File: src/rtl/abs_stream_acc.sv
// Unary-to-binary accumulator: counts abs=1 and sign=1 bits over windows of 2^WIDTH
// accepted pairs and presents each window result through a one-entry valid/ready buffer.
module abs_stream_acc #(
  parameter int unsigned WIDTH = 8
) (
  input  logic             clk,
  input  logic             rst,
  input  logic             in_valid,
  output logic             in_ready,
  input  logic             sign,
  input  logic             abs,
  output logic             out_valid,
  input  logic             out_ready,
  output logic [WIDTH:0]   out_mag,
  output logic [WIDTH:0]   out_neg,
  output logic             out_sign
);

  localparam int unsigned CW = WIDTH + 1;

  logic [WIDTH-1:0] wcnt_q, wcnt_d;
  logic [CW-1:0]    mag_q, mag_d;
  logic [CW-1:0]    neg_q, neg_d;
  logic             out_valid_q, out_valid_d;
  logic [CW-1:0]    out_mag_q, out_mag_d;
  logic [CW-1:0]    out_neg_q, out_neg_d;
  logic             out_sign_q, out_sign_d;

  logic last_c;
  logic acc_c;
  logic drain_c;

  // Only the window-final bit can stall, and only while an unread result is held.
  assign last_c   = &wcnt_q;
  assign drain_c  = out_valid_q & out_ready;
  assign in_ready = ~(last_c & out_valid_q & ~out_ready);
  assign acc_c    = in_valid & in_ready;

  // Window accumulation and result buffer next state.
  always_comb begin
    wcnt_d      = wcnt_q;
    mag_d       = mag_q;
    neg_d       = neg_q;
    out_valid_d = out_valid_q;
    out_mag_d   = out_mag_q;
    out_neg_d   = out_neg_q;
    out_sign_d  = out_sign_q;

    if (drain_c) begin
      out_valid_d = 1'b0;
    end

    if (acc_c) begin
      if (last_c) begin
        out_mag_d   = mag_q + CW'(abs);
        out_neg_d   = neg_q + CW'(sign);
        out_sign_d  = sign;
        out_valid_d = 1'b1;
        wcnt_d      = '0;
        mag_d       = '0;
        neg_d       = '0;
      end else begin
        wcnt_d = wcnt_q + WIDTH'(1);
        mag_d  = mag_q + CW'(abs);
        neg_d  = neg_q + CW'(sign);
      end
    end
  end

  always_ff @(posedge clk) begin
    if (rst) begin
      wcnt_q      <= '0;
      mag_q       <= '0;
      neg_q       <= '0;
      out_valid_q <= 1'b0;
      out_mag_q   <= '0;
      out_neg_q   <= '0;
      out_sign_q  <= 1'b0;
    end else begin
      wcnt_q      <= wcnt_d;
      mag_q       <= mag_d;
      neg_q       <= neg_d;
      out_valid_q <= out_valid_d;
      out_mag_q   <= out_mag_d;
      out_neg_q   <= out_neg_d;
      out_sign_q  <= out_sign_d;
    end
  end

  assign out_valid = out_valid_q;
  assign out_mag   = out_mag_q;
  assign out_neg   = out_neg_q;
  assign out_sign  = out_sign_q;

endmodule

File: config.mk
export PLATFORM = sky130hd
export DESIGN_NAME = abs_stream_acc
export DESIGN_NICKNAME = d
export VERILOG_FILES = /design/src/rtl/abs_stream_acc.sv
export SDC_FILE = /design/constraint.sdc
export NUM_CORES = 1
export LEC_CHECK = 0
export BUFFER_PORTS_ARGS = -buffer_cell sky130_fd_sc_hd__buf_2
export CORE_MARGIN = 3
export CORE_UTILIZATION = 43
export CTS_BUF_LIST = sky130_fd_sc_hd__clkbuf_2
export DETAILED_ROUTE_END_ITERATION = 8
export PLACE_DENSITY_LB_ADDON = 0.1
export SYNTH_ARGS = -nofsm -noshare
export SYNTH_HDL_FRONTEND = slang
export SYNTH_SLANG_ARGS = --single-unit
File: constraint.sdc
create_clock -name clk -period 1.8 [get_ports clk]
set_input_delay 0.36 -clock clk [delete_from_list [all_inputs] [get_ports clk]]
set_output_delay 0.36 -clock clk [all_outputs]
set_load 0.02 [all_outputs]
Yosys cells after proc, flatten, opt, wreduce, memory -nomap -nowiden
Cells that the tools add are included.
{"block": "totals", "word_cells": 24, "out_inout_bits": 21, "ff_bits": 46, "input_bits": 6}
{"block": "classes", "add_sub_neg": 3, "bitwise": 6, "n_reduce_logical": 2, "mux": 6}
{"operator": "9-bit by 1-bit adder with 9-bit output", "count": 2}
{"operator": "9-bit two-way mux", "count": 2}
{"operator": "9-bit AND reduction", "count": 1}
{"operator": "8-bit by 1-bit adder with 8-bit output, second input constant", "count": 1}
{"operator": "8-bit two-way mux", "count": 1}
{"operator": "8-bit AND reduction", "count": 1}
{"operator": "1-bit AND", "count": 4}
{"operator": "1-bit two-way mux", "count": 3}
{"operator": "1-bit NOT", "count": 2}

Logic depth before layout (Yosys ltp)
{"block": "logic_depth", "ltp_word": 6, "mapped_depth": 7}

Worst setup path before layout
OpenSTA, ideal clock, no wires.
{"block": "synth_path", "kind": "flip-flop to flip-flop", "start": "register wcnt_q[0]", "end": "register out_neg_q[3], in the netlist out_neg[3]", "synth_period_minus_slack_ps": 1572, "path_buffers": 1, "stages_incl_launch_ff": 7, "setup_ps": 117, "t_arrival_ps": 1456, "path_slack_ps": 228, "t_required_ps": 1683, "cell_sequence": "dfxtp_1 -> ha_1 -> nand4_1 -> nor3_2 -> nor2_2 -> buf_2 -> a22o_1"}
{"block": "synth_via", "elab_chain_cells": 6}
{"element": "from (decl)", "line_no": "21", "source": "logic [WIDTH-1:0] wcnt_q, wcnt_d;"}
{"element": "from (signal assigned)", "line_no": "80", "source": "wcnt_q <= wcnt_d;"}
{"element": "8-bit AND reduction", "line_no": "34", "source": "assign last_c = &wcnt_q;"}
{"element": "1-bit AND (2 in series)", "line_no": "36", "source": "assign in_ready = ~(last_c & out_valid_q & ~out_ready);"}
{"element": "1-bit NOT", "line_no": "36"}
{"element": "1-bit AND", "line_no": "37", "source": "assign acc_c = in_valid & in_ready;"}
{"element": "9-bit AND reduction (no source line) (*)"}
{"element": "to (signal assigned)", "line_no": "85", "source": "out_neg_q <= out_neg_d;"}
{"element": "to (decl)", "line_no": "26", "source": "logic [CW-1:0] out_neg_q, out_neg_d;"}
Mark *: on every way between the ends. The rest lies on a longest branch, timed or not.
A chain may end at the register's enable or synchronous reset.

Worst setup path in the final report
{"block": "layout_path", "start": "register wcnt_q[0]", "end": "output in_ready"}
{"block": "layout_via", "elab_chain_cells": 4}
{"element": "8-bit AND reduction", "line_no": "34"}
{"element": "1-bit AND (2 in series)", "line_no": "36"}
{"element": "1-bit NOT", "line_no": "36"}
{"element": "to (decl)", "line_no": "9", "source": "output logic in_ready,"}
Every way passes these cells.

==> metrics.json <==
{
  "grt": {
    "track_usage_pct": 16.5,
    "gr-total-overflow": 0,
    "antenna_found_initial": 0,
    "grt_pass1_vias": 1531,
    "pin_count_of_the_biggest_net_entering_global_routing": 20,
    "wire_length_of_the_first_global_routing_pass_um": 7060
  },
  "sta": {
    "timing.final.setup_violations": 0,
    "final-hold-violation-count": 0,
    "worst_clock_skew_on_the_final_layout_ns": 0.0244,
    "final_cycle_share_pct": 96.8,
    "timing_worst_slew_pin_value_ns": 0.490,
    "finalWorstSetupSlack_ns": 0.0583,
    "slew_headroom_pct": 67.2,
    "fmax_mhz": 574,
    "timing.final.crit_period_ns": 1.74,
    "timing.final.max_slew_violations": 0,
    "rsz0062_at_grt": "true"
  },
  "die": {
    "std_cell_rows": 24,
    "die_h_um": 74.4,
    "floorplan.io_pins": 27,
    "floorplan.initialDensity_pct": 45.3,
    "fp.coreArea_um2": 4440,
    "die_area_um2": 5540,
    "die-width_um": 74.4
  },
  "setup_path": {
    "worst_ep_required_time_ns": 1.44,
    "worstRegToRegCells": 7,
    "reg2reg_setup_slack_ns": 0.14,
    "worst_setup_path_start_kind": "flip-flop",
    "critical_path.endpoint_type": "output pin",
    "worstSetupStartpoint": "wcnt_q[0]",
    "cp_data_arrival_time_ns": 1.38,
    "worst_setup_path_endpoint": "in_ready",
    "crit_fanout": 4,
    "timing_worst_setup_path_type": "reg -> out",
    "reg2reg_from": "wcnt_q[0]",
    "critical_path.reg2reg.endpoint": "mag_q[6]"
  },
  "drt": {
    "drt_drc_violations_left": 0,
    "via_density_per_instance": 5.33,
    "vias": 1619,
    "route.detailed.wl_per_inst_um": 13.8,
    "detail_route.first_pass.iterations": 4,
    "initialDrtViolationCount": 76,
    "route.final.wire_length_um": 4210,
    "detail-route-antenna-nets": 0
  },
  "logic_synthesis": {
    "post-synth-top-area-fraction_pct": 45.8,
    "synthDistinctLibCells": 36,
    "cell_type_with_the_highest_aggregate_area_in_the_netlist": "sky130_fd_sc_hd__dfxtp_1",
    "post_synth_inst_count": 207,
    "synth_area_um2": 2010,
    "yosys_warnings": 0,
    "syn-num-nets": 218,
    "synth_sequential_area_ratio_pct": 45.8,
    "netlist_top_cells_area": "sky130_fd_sc_hd__dfxtp_1, sky130_fd_sc_hd__a22o_1, sky130_fd_sc_hd__xnor2_1",
    "synthesis.area_per_instance_um2": 9.72,
    "yosys_register_bits": 46
  },
  "placement": {
    "placed_cells": 289,
    "place.detailed.hpwl_um": 2840,
    "place_congestion": 0.770,
    "port_buffers": 26,
    "detailedPlace.worstSlack_ns": 0.0129
  },
  "cts": {
    "tritoncts.num_buffers": 5,
    "cts_max_path_buffers": 2,
    "clock-root-buffer": "sky130_fd_sc_hd__clkbuf_2",
    "cts_hold_buf": 0,
    "clk_pin_slew_ns": 0.23,
    "clock_tree_from_tritoncts": "yes",
    "cts_htree_levels": 2,
    "cts_num_sinks": 46,
    "clk_latency_ns": 0.40
  },
  "run": {
    "maxcap_viol_count": 0
  },
  "layout": {
    "layout-drive-gt1-share_pct": 27.8,
    "flow.area_growth_from_synthesis_pct": 19.6,
    "nNetsFinal": 262,
    "antenna-diode-count": 0,
    "finalNonFillerCells": 304,
    "fillers": 421
  },
  "hold_path": {
    "worstHoldPathType": "in -> reg",
    "hold_start": "sign"
  },
  "power_and_ir_drop": {
    "cellPowerDensity_nw_per_um2": 645,
    "ir_drop_mv": 0.451,
    "power_leakage_nw": 0.962
  },
  "outcome": {
    "outcome": "finished clean"
  }
}
## timing repair
action / CTS / global route
resized for setup: 11 / 3
endpoints found under the setup margin: 15 / 19
hold endpoints to repair: 0 / 0
setup buffers: 7 / 0
pin swaps: 2 / 1
## power breakdown
group	switching (mW)	leakage, nW	internal, mW	total, mW
clock	0.314	0.0304	0.0958	0.410
sequential	0.00879	0.374	1.03	1.04
combinational	0.0581	0.558	0.0452	0.103
## layout by cell type, fill, tap and decap left out, types with 2 or more instances in the layout
| cell type | instances |
|---|---|
| sky130_fd_sc_hd__xnor2_1 | 9 |
| sky130_fd_sc_hd__a21oi_1 | 14 |
| sky130_fd_sc_hd__mux2i_1 | 3 |
| sky130_fd_sc_hd__dfxtp_2 | 6 |
| sky130_fd_sc_hd__clkbuf_2 | 6 |
| sky130_fd_sc_hd__o21bai_1 | 3 |
| sky130_fd_sc_hd__buf_4 | 17 |
| sky130_fd_sc_hd__nand3_1 | 11 |
| sky130_fd_sc_hd__or3_1 | 6 |
| sky130_fd_sc_hd__dfxtp_1 | 40 |
| sky130_fd_sc_hd__nand2b_1 | 2 |
| sky130_fd_sc_hd__o21ai_0 | 14 |
| sky130_fd_sc_hd__ha_1 | 4 |
| sky130_fd_sc_hd__nor3_1 | 6 |
| sky130_fd_sc_hd__xor2_1 | 6 |
| sky130_fd_sc_hd__nor2_4 | 2 |
| sky130_fd_sc_hd__nor2_1 | 6 |
| sky130_fd_sc_hd__buf_2 | 26 |
| sky130_fd_sc_hd__or2_2 | 3 |
| sky130_fd_sc_hd__nand4_1 | 2 |
| sky130_fd_sc_hd__and3_1 | 2 |
| sky130_fd_sc_hd__o2bb2ai_1 | 5 |
| sky130_fd_sc_hd__a22o_1 | 20 |
| sky130_fd_sc_hd__inv_1 | 8 |
| sky130_fd_sc_hd__nand2_1 | 14 |
## area by class of cell
type	count	area, µm²	share of cell area, %
clock buffers	6	30.0	1.25
clock inverters	2	8.76	0.364
inverters	8	30.0	1.25
multi-input cells	146	1070	44.3
flip-flops and latches	46	928	38.6
well taps	52	65.1	2.70
repair buffers	44	278	11.5
## worst min path at each step
| stage | end | cells after the start |
|---|---|---|
| after detailed placement | out_mag[7] | 1 |
| after global routing | out_sign | 2 |
| after CTS | out_sign | 2 |
| after global placement | out_mag[7] | 1 |
| final | out_sign | 2 |
| after floorplan | mag_q[8] | 2 |
## sequential cells by signal, summed over array words and instances (netlist names)
signal and flops:
mag_q 9, neg_q 9, out_mag 9, out_neg 9, wcnt_q 8, out_sign 1
out_valid 1
## cells by family after synthesis
logic type      share of synthesized area, %
compound gates                          22.5
mux                                     1.49
fa+ha+maj                               3.11
xor+xnor                                6.53
flops                                   45.8
buf+inv                                 3.42
simple gates                            17.2
## routing by layer
layer	vias up	share of wire [%]	GRT usage, %	wire (µm)
li1	845	-	-	-
met1	742	50	21.9	2090
met2	27	46	26.5	1930
met3	5	3.3	3.92	140
met4	0	1.0	5.34	44
met5	-	0	0	0
## metrics by stage
step	hold WS [ns]	instance area [µm²]	total power, mW	utilization [%]	TNS (ns)
2_1_floorplan	0.443	2010	1.12	-	0
3_3_place_gp	0.456	2260	1.15	50.9	0
3_5_place_dp	0.455	2260	1.15	50.9	0
4_1_cts	0.154	2390	1.58	53.8	0
5_1_grt	0.155	2410	1.63	54.1	-0.0518
6_report	0.184	2410	1.55	54.1	0
## cells in the mapped netlist, drive strengths merged
master and count:
xor2 6, o31a 1, nand4 3, dfxtp 46, o41ai 1, buf 5
o22ai 1, o21bai 3, and3 2, nor2 8, or2 3, o31ai 2
or3 6, a21oi 14, mux2i 3, nor2b 2, nand3 12, or4 1
nor4 1, o21a 1, nand2b 2, o21ai 14, clkbuf 2, a22o 20
ha 5, xnor2 9, nor3 7, o2bb2ai 5, inv 8, nand2 14
## worst max-delay path, stage by stage (launching register included)
cell and delay (ns):
sky130_fd_sc_hd__dfxtp_2 0.40, sky130_fd_sc_hd__ha_4 0.16, sky130_fd_sc_hd__nand3_4 0.09, sky130_fd_sc_hd__nor2_4 0.10, sky130_fd_sc_hd__nand2_1 0.07, sky130_fd_sc_hd__buf_2 0.16
Note: power is estimated with default switching activity, not from simulation.
